File: src/rtl/fifo_pkg.sv
// fifo_pkg
// Shared definitions for the single-clock FIFO and anything that talks to it:
// default data width, depth and almost-full/almost-empty thresholds, the
// derived pointer/count widths, and the registered status bundle.
package fifo_pkg;

  localparam int DATA_W       = 8;
  localparam int DEPTH        = 16;
  localparam int ALM_FULL_TH  = 2;
  localparam int ALM_EMPTY_TH = 2;
  localparam int ADDR_W       = $clog2(DEPTH);
  localparam int CNT_W        = ADDR_W + 1;

  typedef struct packed {
    logic full;
    logic alm_full;
    logic empty;
    logic alm_empty;
  } fifo_status_t;

  // Status flags as a pure function of an occupancy value. The FIFO feeds it
  // the next-state count so the registered flags line up with o_count.
  function automatic fifo_status_t fifo_status(input int cnt, input int depth,
                                               input int afth, input int aeth);
    fifo_status_t s;
    s.full      = (cnt == depth);
    s.alm_full  = ((depth - cnt) <= afth);
    s.empty     = (cnt == 0);
    s.alm_empty = (cnt <= aeth);
    return s;
  endfunction

endpackage

File: src/rtl/fifo_ram.sv
// fifo_ram
// DEPTH x DW simple dual-port storage: synchronous write, registered read.
// No reset on the array or the read register.
//   clk      : clock
//   i_we     : write enable
//   i_waddr  : write address
//   i_wdata  : write data
//   i_re     : read enable; o_rdata updates only when set
//   i_raddr  : read address
//   o_rdata  : registered read data (holds between reads)
module fifo_ram #(
  parameter int DW    = 8,
  parameter int DEPTH = 16,
  parameter int AW    = $clog2(DEPTH)
) (
  input  logic          clk,
  input  logic          i_we,
  input  logic [AW-1:0] i_waddr,
  input  logic [DW-1:0] i_wdata,
  input  logic          i_re,
  input  logic [AW-1:0] i_raddr,
  output logic [DW-1:0] o_rdata
);

  logic [DW-1:0] r_mem [DEPTH];
  logic [DW-1:0] r_q;

  // A read and a write to the same address in one cycle returns the old
  // word; the FIFO relies on this when it is full and both sides fire.
  always_ff @(posedge clk) begin
    if (i_we) r_mem[i_waddr] <= i_wdata;
    if (i_re) r_q <= r_mem[i_raddr];
  end

  assign o_rdata = r_q;

endmodule

File: src/rtl/sync_fifo_core.sv
// sync_fifo_core
// Single-clock FIFO with registered status flags, occupancy count, flush and
// sticky overflow/underflow flags.
//   clk          : clock, all state on rising edge
//   rstn         : asynchronous active-low reset
//   i_wren       : write request, i_wrdata sampled with it
//   i_rden       : read request, o_rddata valid one cycle after acceptance
//   i_flush      : synchronous flush, priority over reads and writes
//   o_rddata     : registered read data, holds on idle/rejected reads
//   o_full/o_alm_full/o_empty/o_alm_empty : registered status
//   o_count      : occupancy
//   o_overflow   : sticky, a write was dropped
//   o_underflow  : sticky, a read was rejected
module sync_fifo_core
  import fifo_pkg::*;
#(
  parameter int DATA_W       = fifo_pkg::DATA_W,
  parameter int DEPTH        = fifo_pkg::DEPTH,
  parameter int ALM_FULL_TH  = fifo_pkg::ALM_FULL_TH,
  parameter int ALM_EMPTY_TH = fifo_pkg::ALM_EMPTY_TH
) (
  input  logic                     clk,
  input  logic                     rstn,
  input  logic                     i_wren,
  input  logic [DATA_W-1:0]        i_wrdata,
  input  logic                     i_rden,
  input  logic                     i_flush,
  output logic [DATA_W-1:0]        o_rddata,
  output logic                     o_full,
  output logic                     o_alm_full,
  output logic                     o_empty,
  output logic                     o_alm_empty,
  output logic [$clog2(DEPTH):0]   o_count,
  output logic                     o_overflow,
  output logic                     o_underflow
);

  localparam int AW = $clog2(DEPTH);
  localparam int CW = AW + 1;

  // Pointers carry one extra wrap bit so full and empty are distinguishable.
  logic [AW:0]        r_wr_ptr, r_rd_ptr;
  logic [CW-1:0]      r_count;
  fifo_status_t       r_stat;
  logic               r_ovf, r_udf;
  // Clear until the first accepted read after reset; lets o_rddata read as
  // zero out of reset even though the RAM read register is not reset.
  logic               r_rd_seen;

  logic               w_full, w_empty;
  logic               w_wr_ok, w_rd_ok;
  logic               w_ram_we, w_ram_re;
  logic [CW-1:0]      w_count_nxt;
  fifo_status_t       w_stat_nxt;
  logic [DATA_W-1:0]  w_ram_q;

  always_comb begin
    w_full      = (r_wr_ptr[AW-1:0] == r_rd_ptr[AW-1:0]) && (r_wr_ptr[AW] != r_rd_ptr[AW]);
    w_empty     = (r_wr_ptr == r_rd_ptr);
    w_rd_ok     = i_rden && !w_empty;
    // A full FIFO still takes a write when a read frees the head slot.
    w_wr_ok     = i_wren && (!w_full || w_rd_ok);
    w_ram_we    = w_wr_ok && !i_flush;
    w_ram_re    = w_rd_ok && !i_flush;
    w_count_nxt = r_count + CW'(w_wr_ok) - CW'(w_rd_ok);
    w_stat_nxt  = fifo_status(int'(w_count_nxt), DEPTH, ALM_FULL_TH, ALM_EMPTY_TH);
  end

  always_ff @(posedge clk or negedge rstn) begin
    if (!rstn) begin
      r_wr_ptr  <= '0;
      r_rd_ptr  <= '0;
      r_count   <= '0;
      r_stat    <= fifo_status(0, DEPTH, ALM_FULL_TH, ALM_EMPTY_TH);
      r_ovf     <= 1'b0;
      r_udf     <= 1'b0;
      r_rd_seen <= 1'b0;
    end else if (i_flush) begin
      // r_rd_seen is left alone so o_rddata keeps its last value.
      r_wr_ptr  <= '0;
      r_rd_ptr  <= '0;
      r_count   <= '0;
      r_stat    <= fifo_status(0, DEPTH, ALM_FULL_TH, ALM_EMPTY_TH);
      r_ovf     <= 1'b0;
      r_udf     <= 1'b0;
    end else begin
      if (w_wr_ok) r_wr_ptr <= r_wr_ptr + 1'b1;
      if (w_rd_ok) begin
        r_rd_ptr  <= r_rd_ptr + 1'b1;
        r_rd_seen <= 1'b1;
      end
      r_count <= w_count_nxt;
      r_stat  <= w_stat_nxt;
      if (i_wren && !w_wr_ok) r_ovf <= 1'b1;
      if (i_rden && w_empty)  r_udf <= 1'b1;
    end
  end

  fifo_ram #(
    .DW    (DATA_W),
    .DEPTH (DEPTH),
    .AW    (AW)
  ) u_ram (
    .clk     (clk),
    .i_we    (w_ram_we),
    .i_waddr (r_wr_ptr[AW-1:0]),
    .i_wdata (i_wrdata),
    .i_re    (w_ram_re),
    .i_raddr (r_rd_ptr[AW-1:0]),
    .o_rdata (w_ram_q)
  );

  assign o_rddata    = r_rd_seen ? w_ram_q : '0;
  assign o_full      = r_stat.full;
  assign o_alm_full  = r_stat.alm_full;
  assign o_empty     = r_stat.empty;
  assign o_alm_empty = r_stat.alm_empty;
  assign o_count     = r_count;
  assign o_overflow  = r_ovf;
  assign o_underflow = r_udf;

endmodule

File: config.mk
export PLATFORM = sky130hd
export DESIGN_NAME = sync_fifo_core
export DESIGN_NICKNAME = d
export VERILOG_FILES = /design/src/rtl/fifo_pkg.sv /design/src/rtl/fifo_ram.sv /design/src/rtl/sync_fifo_core.sv
export SDC_FILE = /design/constraint.sdc
export NUM_CORES = 1
export LEC_CHECK = 0
export CAP_MARGIN = 30
export CELL_PAD_IN_SITES_DETAIL_PLACEMENT = 0
export CELL_PAD_IN_SITES_GLOBAL_PLACEMENT = 1
export CORE_MARGIN = 3
export CORE_UTILIZATION = 54
export CTS_CLUSTER_SIZE = 24
export DETAILED_ROUTE_END_ITERATION = 12
export DONT_BUFFER_PORTS = 1
export PLACE_DENSITY = 0.82
export SLEW_MARGIN = 10
export SYNTH_ARGS = -nofsm -noshare
export SYNTH_HDL_FRONTEND = slang
export SYNTH_SLANG_ARGS = --single-unit
File: constraint.sdc
create_clock -name clk -period 4.15 [get_ports clk]
set_clock_uncertainty 0.05 [all_clocks]
set_input_delay 0.83 -clock clk [delete_from_list [all_inputs] [get_ports clk]]
set_output_delay 0.83 -clock clk [all_outputs]
set_load 0.005 [all_outputs]
==> out/results.txt <==
Sequential group share of total power -> 44.3%
Wire length of the first global-routing pass -> 19.55 mm
Fraction of final layout cells with drive strength greater than 1 -> 20.73%
H-tree level count -> 4
Crit end category -> flip-flop
Last weighted congestion value of the routability-driven placer -> 0.7800
Final HPWL from detailed placement -> 7.861 mm
Post-Layout Inst Area -> 7430 um^2
Root buffer cell -> sky130_fd_sc_hd__clkbuf_16
Final hold viol count -> 0
Synth warn -> 0
Number of buffers and inverters on the critical path -> 2
Count of maximum capacitance violations -> 0
WL/cell -> 22.84 um
Total via count in the routed design -> 3,405
Hold-fix buffers, CTS -> 0
CTS Buffer Depth -> 2
DRC violations left -> 0
Vias/cell -> 6.157
Result of the run -> finished clean
Initial cell density of the core -> 56.53%
Crit-path max cell delay -> 0.60 ns
Register area share after synthesis -> 70.04%
Number of library cell types mapped by synthesis -> 42
Pin count of the biggest net entering global routing -> 36
Worst-case setup margin in the final layout -> 0.6770 ns
Signed area change from the synthesized netlist to the final layout -> 12.23%
Number of max-slew violations in the final report -> 0
Routed wire length -> 12.63 mm
Power per cell area -> 557.4 nW/um^2
Critical-path top delay cell -> sky130_fd_sc_hd__dfrtp_1
Std cell rows -> 39
Cell breakdown of the critical path -> xnor2_1, nand4_1, o21ai_1, buf_4, nand2b_1, nand2_1, ha_1, fa_1, a21o_1, a21oi_1, xnor2_1, inv_1, ha_1, nor2_1, o21ai_0, o2bb2ai_1
Worst-skew pair later-pin latency -> 0.42 ns
Total inserted antenna cells -> 0
Switching power as a share of total power -> 25.37%
Maximum vdd drop -> 0.0003942 V
Clock network power share -> 38.2%
Slew headroom -> 41.25%
Net count, final -> 424
Finished Layout Cells -> 553
Comb power frac -> 17.4%
Post-detailed-placement cell area -> 6798 um^2
Setup Viol. Count Final -> 0
Required time reported for the critical path endpoint -> 4.44 ns
Vertical die dimension -> 116.7 um
RSZ-0062 raised after global routing -> no
Cell family with most CP delay -> adder cells
Number of antenna violations at the first check in global routing -> 1
Overall global routing resource usage -> 20.42%
Min Clock Period, post-route -> 3.473 ns
Number of placed I/O pins -> 32
Crit path launch type -> flip-flop
Core Region -> 11,710 um^2
Switching power -> 1.051 mW
Horiz. Die Dim -> 116.7 um
Cells after Synth -> 379
Drt first-iter violations -> 350
Clock sink count -> 158
Worst EP arrival -> 3.76 ns
TritonCTS clock tree -> built
Hold WC Path Type -> input pin to asynchronous set/reset pin
Netlist area before placement -> 6620 um^2
Number of gates given a new drive strength after cts -> 0
Post-place setup slack -> 0.7127 ns
Timing-limited maximum frequency -> 287.9 MHz
TritonRoute pass-1 iters -> 5
Internal Dissipation -> 3.091 mW
Cells after DPL -> 518
Register clock-pin slew on the reported worst setup and hold paths -> 0.06 ns
Vias in the first global route -> 3,461
TritonCTS Buffers -> 17
Power Total -> 4.141 mW
Final period utilization -> 83.69%
Largest fanout on the critical path -> 12
Setup tns final -> 0 ns
Number of antenna-violating nets in the routed design -> 0
Post-synthesis net count -> 406
P_leak -> 2.509 nW
Total global routing overflow -> 0
Area of the die -> 13,620 um^2
Port-buffer cells -> 0
Average cell area after synthesis -> 17.47 um^2
Slew @ Worst Pin -> 0.8780 ns
WS Path Type -> flip-flop to flip-flop
Post-CTS setup repair buffer count -> 0
Number of synthesized register bits -> 158
## power by group through the flow
stage	sequential (mW)	combinational [mW]	clock, mW
after global placement	1.87	0.711	0
after detailed placement	1.87	0.720	0
final	1.84	0.722	1.58
after floorplan	1.86	0.604	0
after global routing	1.84	0.806	1.67
after CTS	1.84	0.726	1.61
## final timing paths
kind | slack [ns] | depth (start not counted) | endpoint | from
worst max-delay path | 0.68 | 16 | o_alm_full$_DFF_PN0_ | r_wr_ptr[3]$_DFFE_PN0P_
worst min-delay path | 0.05 | 0 | r_wr_ptr[1]$_DFFE_PN0P_ | rstn
worst max register to register | 0.68 | 16 | o_alm_full$_DFF_PN0_ | r_wr_ptr[3]$_DFFE_PN0P_
worst min register to register | 0.48 | 2 | o_underflow$_DFFE_PN0P_ | o_underflow$_DFFE_PN0P_
max in group asynchronous | 3.83 | 0 | o_empty$_DFF_PN1_ | rstn
min in group clk | 0.42 | 1 | o_underflow$_DFFE_PN0P_ | i_flush
## worst register-to-register path, stage by stage, from the launching register on
cell and delay [ns]:
sky130_fd_sc_hd__dfrtp_1 0.60, sky130_fd_sc_hd__xnor2_1 0.19, sky130_fd_sc_hd__nand4_1 0.13, sky130_fd_sc_hd__o21ai_1 0.15
sky130_fd_sc_hd__buf_4 0.16, sky130_fd_sc_hd__nand2b_1 0.18, sky130_fd_sc_hd__nand2_1 0.07, sky130_fd_sc_hd__ha_1 0.20
sky130_fd_sc_hd__fa_1 0.42, sky130_fd_sc_hd__a21o_1 0.18, sky130_fd_sc_hd__a21oi_1 0.17, sky130_fd_sc_hd__xnor2_1 0.22
sky130_fd_sc_hd__inv_1 0.08, sky130_fd_sc_hd__ha_1 0.30, sky130_fd_sc_hd__nor2_1 0.07, sky130_fd_sc_hd__o21ai_0 0.08
sky130_fd_sc_hd__o2bb2ai_1 0.15
## state kept, by name (all words and copies together), names as in the netlist
| register | flops |
|---|---|
| o_alm_empty | 1 |
| o_alm_full | 1 |
| o_count | 5 |
| o_empty | 1 |
| o_full | 1 |
| o_overflow | 1 |
| o_underflow | 1 |
| r_rd_ptr | 5 |
| r_rd_seen | 1 |
| r_wr_ptr | 5 |
| u_ram.o_rdata | 8 |
| u_ram.r_mem | 128 |
## synthesized netlist by cell type, drive strengths merged
| cell type | number | area [um^2] |
|---|---|---|
| clkbuf | 6 | 22.52 |
| nand2 | 11 | 41.29 |
| dfrtp | 20 | 500.5 |
| ha | 13 | 162.7 |
| a211oi | 9 | 67.56 |
| or2 | 3 | 18.77 |
| mux4 | 32 | 739.5 |
| inv | 11 | 41.29 |
| fa | 1 | 20.02 |
| xnor2 | 15 | 131.4 |
| a31oi | 2 | 12.51 |
| o22a | 1 | 8.760 |
| mux2 | 1 | 11.26 |
| o2bb2ai | 1 | 8.760 |
| a21oi | 14 | 81.33 |
| o2111ai | 1 | 8.760 |
| buf | 13 | 92.58 |
| nor4 | 1 | 6.260 |
| nand3b | 1 | 7.510 |
| a21o | 2 | 15.01 |
| o21ai | 2 | 10.00 |
| nand3 | 2 | 10.01 |
| dfstp | 2 | 52.55 |
| and3 | 1 | 6.260 |
| nand4 | 4 | 25.02 |
| nor2 | 29 | 111.4 |
| nor2b | 11 | 68.82 |
| nor3 | 8 | 40.04 |
| edfxtp | 136 | 4084 |
| mux2i | 10 | 100.1 |
| and2 | 8 | 50.05 |
| xor2 | 3 | 26.28 |
| nand2b | 3 | 18.77 |
| o311a | 1 | 10.01 |
| and4 | 1 | 8.760 |
## metal layers
layer | track usage [%] | wire, um | up-vias
met4 | 6.957 | 214 | 2
met1 | 26.46 | 5217 | 1739
met3 | 8.342 | 994 | 20
met5 | 0 | 13 | -
li1 | - | - | 1499
met2 | 31.63 | 6190 | 145
## final cells by class
class | instances | area (um^2)
Clock buffer | 17 | 425.4
Fill cell | 804 | 4282
Multi-Input combinational cell | 191 | 1827
Sequential cell | 158 | 4638
Tap cell | 143 | 178.9
Inverter | 11 | 41.29
Clock inverter | 15 | 183.9
Timing Repair Buffer | 18 | 135.1
## cell usage in the layout, fill, tap and decap left out, types with 2 or more instances in the layout
cell,n
sky130_fd_sc_hd__edfxtp_1,136
sky130_fd_sc_hd__ha_1,13
sky130_fd_sc_hd__nand3_1,2
sky130_fd_sc_hd__inv_6,4
sky130_fd_sc_hd__xor2_1,3
sky130_fd_sc_hd__mux4_2,27
sky130_fd_sc_hd__a31oi_1,2
sky130_fd_sc_hd__dfstp_2,2
sky130_fd_sc_hd__bufinv_16,3
sky130_fd_sc_hd__and2_1,8
sky130_fd_sc_hd__or2_2,3
sky130_fd_sc_hd__a21oi_1,13
sky130_fd_sc_hd__nand2_1,11
sky130_fd_sc_hd__buf_4,18
sky130_fd_sc_hd__clkbuf_16,17
sky130_fd_sc_hd__mux2i_1,10
sky130_fd_sc_hd__nand2b_1,3
sky130_fd_sc_hd__dfrtp_1,19
sky130_fd_sc_hd__nor2b_1,11
sky130_fd_sc_hd__clkinv_2,2
sky130_fd_sc_hd__a21o_1,2
sky130_fd_sc_hd__mux4_1,5
sky130_fd_sc_hd__xnor2_1,15
sky130_fd_sc_hd__nand4_1,4
sky130_fd_sc_hd__clkinv_4,3
sky130_fd_sc_hd__a211oi_1,9
sky130_fd_sc_hd__nor3_1,8
sky130_fd_sc_hd__inv_1,10
sky130_fd_sc_hd__nor2_1,28
## cells by family (layout without fill, tap and decap cells)
kind of cell | Yosys count | count (layout) | share of synthesized area, %
buffers and inverters | 30 | 61 | 2.362
DFF | 158 | 158 | 70.04
muxes | 43 | 43 | 12.85
xor gates and xnor gates | 18 | 18 | 2.382
AOI/OAI and AO/OA | 33 | 33 | 3.364
and+or+nand+nor | 83 | 83 | 6.237
adders and majority gates | 14 | 14 | 2.759
## through the flow
step	hold slack (ns)	utilization, %
4_1_cts	0.03201	63.25
3_5_place_dp	0.4741	58.04
5_1_grt	0.02691	63.44
2_1_floorplan	0.4360	-
6_report	0.05181	63.44
3_3_place_gp	0.4704	58.04
Note: power is estimated with default switching activity, not from simulation.
